$ cat config.mk
export PLATFORM = sky130hd
export DESIGN_NAME = voice_allocator
export DESIGN_NICKNAME = d
export VERILOG_FILES = /design/src/rtl/voice_allocator.sv
export SDC_FILE = /design/constraint.sdc
export NUM_CORES = 1
export LEC_CHECK = 0
export BUFFER_PORTS_ARGS = -buffer_cell sky130_fd_sc_hd__buf_2
export CORE_ASPECT_RATIO = 0.9
export CORE_MARGIN = 2
export CORE_UTILIZATION = 55
export DETAILED_ROUTE_END_ITERATION = 10
export PLACE_DENSITY_LB_ADDON = 0.3
export RECOVER_POWER = 100
export SYNTH_ARGS = -nofsm -noshare
export SYNTH_HDL_FRONTEND = slang
export SYNTH_SLANG_ARGS = --single-unit
export TNS_END_PERCENT = 30
$ cat constraint.sdc
create_clock -name clk -period 3.8 [get_ports clk]
set_input_delay 0.19 -clock clk [delete_from_list [all_inputs] [get_ports clk]]
set_output_delay 0.19 -clock clk [all_outputs]
set_load 0.005 [all_outputs]
$ cat src/rtl/voice_allocator.sv
// Polyphonic voice allocator: serial scan over voices picks a target for each
// note event, with LRU stealing and a one-cycle gate drop on retrigger.
module voice_allocator #(
    parameter int NUM_VOICES = 4,
    parameter int VIDX_BITS  = 2
) (
    input  logic                    clk,
    input  logic                    rst,
    input  logic                    ev_valid,
    output logic                    ev_ready,
    input  logic                    ev_note_on,
    input  logic [6:0]              ev_note,
    input  logic [6:0]              ev_velocity,
    input  logic [NUM_VOICES-1:0]   voice_idle,
    output logic [NUM_VOICES-1:0]   voice_gate,
    output logic [7*NUM_VOICES-1:0] voice_note,
    output logic [7*NUM_VOICES-1:0] voice_velocity,
    output logic                    steal,
    output logic                    busy
);

    typedef enum logic [1:0] {IDLE, SCAN, COMMIT, RETRIG} state_e;

    state_e state_q, state_d;

    logic                  on_q;
    logic [6:0]            note_q;
    logic [6:0]            vel_q;
    logic [VIDX_BITS-1:0]  idx_q;
    logic [VIDX_BITS-1:0]  best_q;
    logic [VIDX_BITS-1:0]  best_rank_q;
    logic [1:0]            best_score_q;
    logic                  found_q;
    logic                  steal_q;
    logic [NUM_VOICES-1:0] gate_q;
    logic [6:0]            vnote_q [NUM_VOICES];
    logic [6:0]            vvel_q  [NUM_VOICES];
    logic [VIDX_BITS-1:0]  rank_q  [NUM_VOICES];

    logic                  cur_gate;
    logic                  cur_match;
    logic [VIDX_BITS-1:0]  cur_rank;
    logic [1:0]            cur_score;
    logic                  take;
    logic                  last_idx;

    assign cur_gate  = gate_q[idx_q];
    assign cur_match = (vnote_q[idx_q] == note_q);
    assign cur_rank  = rank_q[idx_q];
    assign last_idx  = (idx_q == VIDX_BITS'(NUM_VOICES - 1));

    // Higher score = preferred class; score 0 means a steal
    always_comb begin
        cur_score = 2'd0;
        unique case (1'b1)
            cur_gate && cur_match:           cur_score = 2'd3;
            cur_gate && !cur_match:          cur_score = 2'd0;
            !cur_gate && voice_idle[idx_q]:  cur_score = 2'd2;
            !cur_gate && !voice_idle[idx_q]: cur_score = 2'd1;
        endcase
    end

    always_comb begin
        take = 1'b0;
        if (on_q) begin
            take = (idx_q == '0)
                || (cur_score > best_score_q)
                || (cur_score == best_score_q && cur_rank > best_rank_q);
        end else begin
            take = !found_q && cur_gate && cur_match;
        end
    end

    always_ff @(posedge clk or negedge rst) begin
        if (!rst) begin
            state_q <= IDLE;
        end else begin
            state_q <= state_d;
        end
    end

    always_comb begin
        state_d = state_q;
        unique case (state_q)
            IDLE:    if (ev_valid) state_d = SCAN;
            SCAN:    if (last_idx) state_d = COMMIT;
            COMMIT:  state_d = (found_q && on_q && gate_q[best_q])
                             ? RETRIG : IDLE;
            RETRIG:  state_d = IDLE;
            default: state_d = IDLE;
        endcase
    end

    always_comb begin
        ev_ready = (state_q == IDLE);
        busy     = (state_q != IDLE);
    end

    always_ff @(posedge clk or negedge rst) begin
        if (!rst) begin
            on_q         <= 1'b0;
            note_q       <= '0;
            vel_q        <= '0;
            idx_q        <= '0;
            best_q       <= '0;
            best_rank_q  <= '0;
            best_score_q <= '0;
            found_q      <= 1'b0;
            steal_q      <= 1'b0;
            gate_q       <= '0;
            for (int v = 0; v < NUM_VOICES; v++) begin
                vnote_q[v] <= '0;
                vvel_q[v]  <= '0;
                rank_q[v]  <= VIDX_BITS'(v);
            end
        end else begin
            steal_q <= 1'b0;
            unique case (state_q)
                IDLE: begin
                    if (ev_valid) begin
                        on_q    <= ev_note_on && (ev_velocity != 7'd0);
                        note_q  <= ev_note;
                        vel_q   <= ev_velocity;
                        idx_q   <= '0;
                        found_q <= 1'b0;
                    end
                end
                SCAN: begin
                    idx_q <= idx_q + 1'b1;
                    if (take) begin
                        best_q       <= idx_q;
                        best_rank_q  <= cur_rank;
                        best_score_q <= cur_score;
                        found_q      <= 1'b1;
                    end
                end
                COMMIT: begin
                    if (found_q && on_q) begin
                        vnote_q[best_q] <= note_q;
                        vvel_q[best_q]  <= vel_q;
                        gate_q[best_q]  <= !gate_q[best_q];
                        steal_q         <= (best_score_q == 2'd0);
                        for (int v = 0; v < NUM_VOICES; v++) begin
                            if (VIDX_BITS'(v) == best_q)
                                rank_q[v] <= '0;
                            else if (rank_q[v] < rank_q[best_q])
                                rank_q[v] <= rank_q[v] + 1'b1;
                        end
                    end else if (found_q) begin
                        gate_q[best_q] <= 1'b0;
                    end
                end
                RETRIG: begin
                    gate_q[best_q] <= 1'b1;
                end
                default: ;
            endcase
        end
    end

    always_comb begin
        voice_note     = '0;
        voice_velocity = '0;
        for (int v = 0; v < NUM_VOICES; v++) begin
            voice_note[7*v +: 7]     = vnote_q[v];
            voice_velocity[7*v +: 7] = vvel_q[v];
        end
    end

    assign voice_gate = gate_q;
    assign steal      = steal_q;

endmodule

# [Yosys cells after proc, flatten, opt, wreduce, memory -nomap -nowiden]
# Index checks and enable logic that the tools add are counted.
[word_totals] wordCells=146 out_inout_bits=63 register_bits=95
[op_classes] muxes=46 bitwise=5 n_addsub=5 n_eq_ne=13 reduce_logical=42 order_cmp=12
[ops] op="$bwmux 28" count=2
[ops] op="$mux 2" count=16
[ops] op="$mux 7" count=3
[ops] op="$pmux 2 s4" count=2
[ops] op="$reduce_and 3->1" count=5
[ops] op="$bmux 7 s2" count=1
[ops] op="$demux 7 s2" count=1
[ops] op="$reduce_bool 2->1" count=7
[ops] op="$logic_and 1x1->1" count=12
[ops] op="$reduce_and 2->1" count=6
[ops] op="$add 2x1->2 const B" count=5
[ops] op="$mux 1" count=9
[ops] op="$bmux 2 s2" count=2
[ops] op="$logic_not 2->1" count=4
[ops] op="$lt 2x2->1" count=4
[ops] op="$mux 4" count=2
[ops] op="$pmux 4 s2" count=1
[ops] op="$eq 7x7->1" count=1
[ops] op="$reduce_bool 7->1" count=1
[ops] op="$bmux 1 s2" count=3
[ops] op="$eq 2x2->1 const B" count=3
[ops] op="$ge 3x3->1 const B" count=2
[ops] op="$lt 2x3->1 const B" count=2
[ops] op="$ne 2x2->1 const B" count=3
[ops] op="other kinds (18)" count=26

# [Logic depth before layout (Yosys ltp)]
# Gate-level depths: netlist of run 1.
[depth] depth_word=14 depth_mapped=13 depth_no_buf=11

# [Worst setup path after synthesis of run 1]
# Ideal clock, no wire load.
[synth_timing] path_type="reg2reg" from="reg idx_q[0]" to="reg best_q[0]" path_slack_ns=0.778 stages_incl_launch_ff=14 t_required_ns=3.675 arrival_ns=2.897 path_buffers=2 cell_sequence="dfrtp_1 -> buf_6 -> buf_12 -> mux4_2 -> xnor2_2 -> nand4_2 -> o22a_2 -> ha_1 -> nand2b_1 -> a21oi_1 -> a31oi_1 -> o31a_1 -> o21ai_4 -> mux2_4"
[synth_between] elab_chain_cells=13 word_cells_on_any_way=31
[synth_lines] item="start, declared" line_no="29" text="logic [VIDX_BITS-1:0] idx_q;"
[synth_lines] item="start signal, assigned" line_no="129" text="idx_q <= idx_q + 1'b1;"
[synth_lines] item="$not 2->3 (not written as such)" line_no="48, 49"
[synth_lines] item="$bmux 7 s2" line_no="48" text="assign cur_match = (vnote_q[idx_q] == note_q);"
[synth_lines] item="$mux 7 (not written as such) (2 in a row)" line_no="48"
[synth_lines] item="$eq 7x7->1" line_no="48"
[synth_lines] item="$logic_not 1->1" line_no="57" text="cur_gate && !cur_match: cur_score = 2'd0;"
[synth_lines] item="$logic_and 1x1->1" line_no="57"
[synth_lines] item="$pmux 2 s4" line_no="55" text="unique case (1'b1)"
[synth_lines] item="$gt 2x2->1 or $eq 2x2->1 (tied branches)" line_no="67, 68"
[synth_lines] item="$logic_or 1x1->1 or $logic_and 1x1->1 (tied branches)" line_no="67, 68"
[synth_lines] item="$logic_or 1x1->1" line_no="68" text="|| (cur_score == best_score_q && cur_rank > best_rank_q);"
[synth_lines] item="$mux 1" line_no="65" text="if (on_q) begin"
[synth_lines] item="$reduce_and 2->1 (no source line)"
[synth_lines] item="end signal, assigned" line_no="131" text="best_q <= idx_q;"
[synth_lines] item="end, declared" line_no="30" text="logic [VIDX_BITS-1:0] best_q;"
# Several ways; a longest one is shown, not always the timed one. The select of a mux whose other input is x is not followed.
# A chain may end at the register's enable or synchronous reset.

# [Final worst setup path of run 1]
# Ends and elaborated chain as after synthesis.

==> impl_metrics.py, run 1 <==
metrics = {
    "hold_path": {
        "hold_class": "in2reg",
        "min_from": "ev_note[6]",
    },
    "setup_path": {
        "path_delay_family": "multiplexers",
        "critPathRequiredTime_ns": 4.05,
        "startpoint": "idx_q[0]",
        "cp_slowest_stage_delay_ns": 0.67,
        "worstPathArrival_ns": 3.81,
        "criticalPathCategory": "reg2reg",
        "crit_fanout": 10,
        "reg2reg_from": "idx_q[0]",
        "start_kind": "register",
        "worst-path-buf-inv": 1,
        "cp-end-kind": "register",
        "cp_slowest_cell": "dfrtp_1",
        "cp_cell_sequence": "clkbuf_1, mux4_1, o22a_2, ha_1, nand2b_1, a21oi_1, a31oi_1, o31a_1, o21ai_4, mux2_1",
    },
    "logic_synthesis": {
        "yosysSeqAreaShare": 0.534,
        "synthesis.area_mm2": 0.00446,
        "yosys_warnings": 0,
        "synth.top_cell.area_share": 0.511,
        "synth_edf_count": 0,
        "syn-num-nets": 347,
        "avgSynthCellArea_um2": 14.2,
        "synth_cells": 315,
        "ys_ff_latch": 95,
        "synthArstFlopShare": 1.00,
        "ys_types": 50,
        "synth_top_flop_cell": "dfrtp_1",
        "synth_top_cell_by_area": "dfrtp_1",
        "synthTopCellsByArea": "dfrtp_1 (51%), mux2_2 (18%), mux4_1 (5.3%), ha_1 (2.8%), dfstp_2 (2.4%)",
    },
    "die": {
        "core-area_mm2": 0.00795,
        "die_h_um": 89.4,
        "initial_core_util": 0.561,
        "rows": 31,
        "fp.dieW_um": 98.9,
        "floorplan.die_area_mm2": 0.00884,
        "io_pins": 85,
    },
    "sta": {
        "finalCritPeriodShare": 0.937,
        "setup_violations": 0,
        "fin_skew_ns": 0.00926,
        "finalHoldViolCount": 0,
        "rsz0062_at_grt": "no",
        "drv_slew": 98,
        "relSlewSlack": -0.0894,
        "fin_tns_setup_ns": 0,
        "worst_pin_slew_ns": 1.63,
        "fmax_mhz": 281,
        "finalCriticalPeriod_ns": 3.56,
    },
    "route": {
        "routed.top_layer": "met4",
        "drc": 0,
        "met2WireLength_mm": 4.56,
        "wirelength_mm": 9.48,
        "drt_iter0_drc": 186,
        "wire_per_inst_um": 18.6,
        "num_vias": 2922,
        "via_per_inst": 5.73,
        "wl_met1_mm": 4.38,
        "antenna_left": 0,
        "firstDrtPassIters": 4,
        "wl_met3_um": 414,
    },
    "global_route": {
        "first_global_vias": 2842,
        "grt_pass1_wl_mm": 15.2,
        "antenna_found_initial": 0,
        "grt_max_degree": 67,
        "overflow": 0,
        "grtUsageTotal": 0.227,
    },
    "final_layout": {
        "syn_to_final_growth_pct": 14.3,
        "drive_gt1_frac": 0.350,
        "nets": 438,
        "antennaDiodeCount": 0,
        "fin_util": 0.641,
    },
    "placement": {
        "gp_congestion": 0.851,
        "portBuffers": 84,
        "dp_hpwl_mm": 6.56,
    },
    "power_and_ir_drop": {
        "leakage_nw": 2.45,
        "ir_drop_mv": 0.324,
        "powerDensity_mw_per_mm2": 686,
    },
    "clock_network": {
        "clock_latency_ns": 0.36,
        "htreeDepth": 3,
        "cts_max_path_buffers": 2,
        "clock-root-buffer": "clkbuf_8",
        "ctsResizeCount": 0,
        "clkTransAtPathRegs_ns": 0.10,
        "cts.sinks": 95,
        "tritoncts": "yes",
        "numCtsBuffers": 9,
    },
    "flow_run": {
        "maxCapViolations": 2,
    },
    "run_status": {
        "status": "complete, but fails checks",
        "violations": "capacitance limit, slew limit",
    },
}
## cells in the final DEF (no fill, tap or decap), types with 4 or more instances in the layout
cell,synthesis,routed
dfstp_2,4,4
mux4_1,9,9
o21ai_0,17,17
inv_1,10,10
xnor2_1,4,4
mux2_2,71,71
nor2_1,10,10
dfrtp_1,91,91
nand2b_1,4,4
nand2_1,19,19
clkbuf_8,1,9
clkbuf_1,4,50
buf_2,3,39
ha_1,10,10
mux4_2,4,4
## power breakdown
part           internal [W]  switching [W]  total, W  leakage (nW)
sequential          0.00129       0.000364   0.00166          1.25
clock              0.000319       0.000383  0.000702         0.104
combinational      0.000628       0.000510   0.00114          1.10
total               0.00224        0.00126   0.00350          2.45
## cell usage after synthesis (3+ instances only)
cell type  instances
o21ai_0           17
nor3b_1            3
xnor2_1            4
dfstp_2            4
nor2_1            10
a21oi_1            3
nand2_1           19
nor2b_1            3
dfrtp_1           91
a211oi_1           3
ha_1              10
mux2_4             3
nand2b_1           4
clkbuf_1           4
buf_2              3
mux4_1             9
mux2_2            71
xnor2_2            3
inv_1             10
mux4_2             4
## final cells by class
class / count / area, um^2
clock buffer: 9 / 124
clock inverter: 7 / 86.3
fill: 627 / 2850
inverter: 10 / 37.5
multi-input combinational: 199 / 1950
sequential: 95 / 2380
tap: 99 / 124
timing repair buffer: 91 / 398
## cell families after synthesis
group,share of synthesized area
buffers and inverters,0.0261
adders and majority gates,0.0281
and+or+nand+nor,0.0609
DFF,0.534
xor gates and xnor gates,0.0188
muxes,0.267
AOI/OAI and AO/OA,0.0648
## per-stage QoR
step	cell area (um^2)	power, W	setup slack (ns)	hold WS, ns	instances
2_1_floorplan	4460	0.00245	0.778	-0.106	315
3_3_place_gp	4970	0.00279	0.471	0.338	493
3_5_place_dp	4970	0.00285	0.350	0.351	493
4_1_cts	5190	0.00357	0.314	0.0401	510
5_1_grt	5100	0.00375	0.0492	0.0306	510
6_report	5100	0.00350	0.238	0.0539	510
## per-layer routing
metal | vias to the layer above | GRT usage
met1 | 1485 | 0.324
li1 | 1345 | -
met2 | 80 | 0.351
met5 | - | 0
met4 | 0 | 0.0635
met3 | 12 | 0.0579
## flip-flops by register name, summed over array words and instances, names as in the netlist
name	count
voice_note	28
voice_velocity	28
rank_q	8
note_q	7
vel_q	7
voice_gate	4
best_q	2
best_rank_q	2
best_score_q	2
idx_q	2
state_q	2
found_q	1
on_q	1
steal	1
## final timing paths
check | to | slack [ns] | cells after the start
worst min register to register | steal | 0.45 | 1
min in group asynchronous | steal | 0.78 | 2
worst max register to register | best_q[0] | 0.24 | 10
worst min-delay path | note_q[6] | 0.05 | 2
worst max-delay path | best_q[0] | 0.24 | 10
max in group asynchronous | voice_note[16] | 0.82 | 3
## timing repair
item / 4_1_cts / 5_1_grt
endpoints found under the setup margin: 0 / 0
endpoints found under the hold margin: 61 / 0
hold buffers: 1 / 0
setup buffers: 0 / 0
No activity file was read; power rests on OpenSTA's default activity.
==> inputs of run 2 (changes only) <==
Settings changed: CELL_PAD_IN_SITES_DETAIL_PLACEMENT set to 0, CELL_PAD_IN_SITES_GLOBAL_PLACEMENT set to 2, CORE_UTILIZATION 55 to 38.
==> impl_metrics.py, run 2 (synthesized netlist as in run 1, its figures left out) <==
metrics = {
    "run_status": {
        "status": "complete, but fails checks",
        "violations": "capacitance limit, slew limit",
    },
    "die": {
        "io_pins": 85,
        "rows": 37,
        "initial_core_util": 0.390,
        "die_h_um": 107,
        "core-area_mm2": 0.0114,
        "fp.dieW_um": 118,
        "floorplan.die_area_mm2": 0.0126,
    },
    "setup_path": {
        "crit_end": "best_rank_q[0]",
        "criticalPathCategory": "reg2reg",
        "r2r_setup_slack_ns": 0.34,
        "reg2reg_from": "idx_q[0]",
        "cp-end-kind": "register",
        "start_kind": "register",
        "startpoint": "idx_q[0]",
        "critPathRequiredTime_ns": 4.01,
        "r2r_cells": 11,
        "cp_slowest_cell": "dfrtp_1",
        "crit_fanout": 9,
        "cp_slowest_stage_delay_ns": 0.64,
        "rr_endpoint": "best_rank_q[0]",
        "worstPathArrival_ns": 3.68,
        "cp_cell_sequence": "mux4_1, xnor2_1, nand4_2, o22a_2, ha_1, nand2b_1, a21oi_1, a31oi_1, o31a_1, o21ai_4, mux2_1",
    },
    "placement": {
        "post-place-ws_ns": 0.303,
        "portBuffers": 84,
        "gp_congestion": 0.785,
        "dp_hpwl_mm": 6.87,
    },
    "route": {
        "wire_per_inst_um": 17.7,
        "drc": 0,
        "firstDrtPassIters": 4,
        "num_vias": 2911,
        "wirelength_mm": 9.99,
        "drt_iter0_drc": 154,
        "via_per_inst": 5.14,
        "antenna_left": 0,
    },
    "final_layout": {
        "final_cell_mix": "dfrtp_1 (91), mux2_2 (71), buf_2 (56)",
        "layout_commonest_cell": "dfrtp_1",
        "multi_input_area_mm2": 0.00195,
        "drive_gt1_frac": 0.398,
        "antennaDiodeCount": 0,
        "nets": 437,
        "final.fill_count": 1073,
        "syn_to_final_growth_pct": 18.1,
        "seqCellArea_mm2": 0.00238,
    },
    "clock_network": {
        "clock-root-buffer": "clkbuf_16",
        "ctsResizeCount": 0,
        "numCtsBuffers": 9,
        "clock_latency_ns": 0.34,
        "cts_hold_buf": 0,
        "post_cts_buffers": 0,
        "tritoncts": "yes",
        "cts_max_path_buffers": 2,
        "clkTransAtPathRegs_ns": 0.06,
        "htreeDepth": 3,
        "cts.sinks": 95,
    },
    "global_route": {
        "grt_pass1_wl_mm": 16.3,
        "first_global_vias": 3044,
        "antenna_found_initial": 0,
        "grt_max_degree": 68,
        "overflow": 0,
        "grtUsageTotal": 0.166,
    },
    "sta": {
        "finalHoldViolCount": 0,
        "finalCritPeriodShare": 0.911,
        "fmax_mhz": 289,
        "worst_pin_slew_ns": 1.68,
        "drv_slew": 98,
        "setup_slack_ns": 0.337,
        "relSlewSlack": -0.122,
        "fin_tns_setup_ns": 0,
        "rsz0062_at_grt": "no",
        "setup_violations": 0,
        "finalCriticalPeriod_ns": 3.46,
        "fin_skew_ns": 0.00551,
    },
    "power_and_ir_drop": {
        "ir_drop_mv": 0.283,
        "leakage_nw": 2.57,
        "powerDensity_mw_per_mm2": 693,
    },
    "hold_path": {
        "min_from": "ev_note[1]",
        "hold_class": "in2reg",
    },
    "flow_run": {
        "maxCapViolations": 2,
    },
}
## run 2: changes by cell type in the layout (fill, tap and decap cells not counted), sizes merged, moves of 2 or more
cell    delta
buf       +20
clkbuf    -18
inv        -2
clkinv     +2
## run 2: per-layer routing
layer	routed length (um)	part of all wire	up-vias	global-route usage
met2	4730	0.47	67	0.260
li1	-	-	1339	-
met4	80	0.0080	0	0.0404
met5	0	0	-	0
met1	4710	0.47	1498	0.231
met3	464	0.046	7	0.0441
## run 2: metrics by stage
stage	cells	util	cell area [um^2]	total power [W]	hold slack, ns
finish	566	0.460	5270	0.00365	0.0851
global route	566	0.460	5270	0.00391	0.0797
CTS	566	0.466	5330	0.00373	0.00686
detailed placement	550	0.441	5040	0.00286	0.370
global placement	550	0.441	5040	0.00283	0.366
floorplan	315	-	4460	0.00245	-0.106
## run 2: worst min-delay path by stage
stage,end,slack [ns],cells past startpoint
4_1_cts,state_q[1],0.007,1
2_1_floorplan,best_q[0],-0.11,0
3_5_place_dp,rank_q[2],0.37,1
5_1_grt,note_q[3],0.08,2
6_report,note_q[1],0.09,2
3_3_place_gp,rank_q[2],0.37,1
## run 2: power breakdown
part	leakage (nW)	internal [W]	switching, W
Combinational	1.18	0.000636	0.000502
Sequential	1.25	0.00130	0.000363
Clock	0.140	0.000468	0.000382
## run 2: cell type report
type                    instances  area share
well taps                     156      0.0371
inverters                      10     0.00713
multi-input cells             199       0.370
clock inverters                 5     0.00760
flip-flops and latches         95       0.452
repair buffers                 90      0.0794
clock buffers                  11      0.0461
## run 2: worst max-delay path: cells and delay by family, from the launching register on
kind	cells	cell delay [ns]
AND/OR/NAND/NOR	2	0.33
AO/OA/AOI/OAI	5	0.88
XOR/XNOR	1	0.23
multiplexers	2	0.99
adder cells (fa/ha/maj)	1	0.29
flip-flops	1	0.64
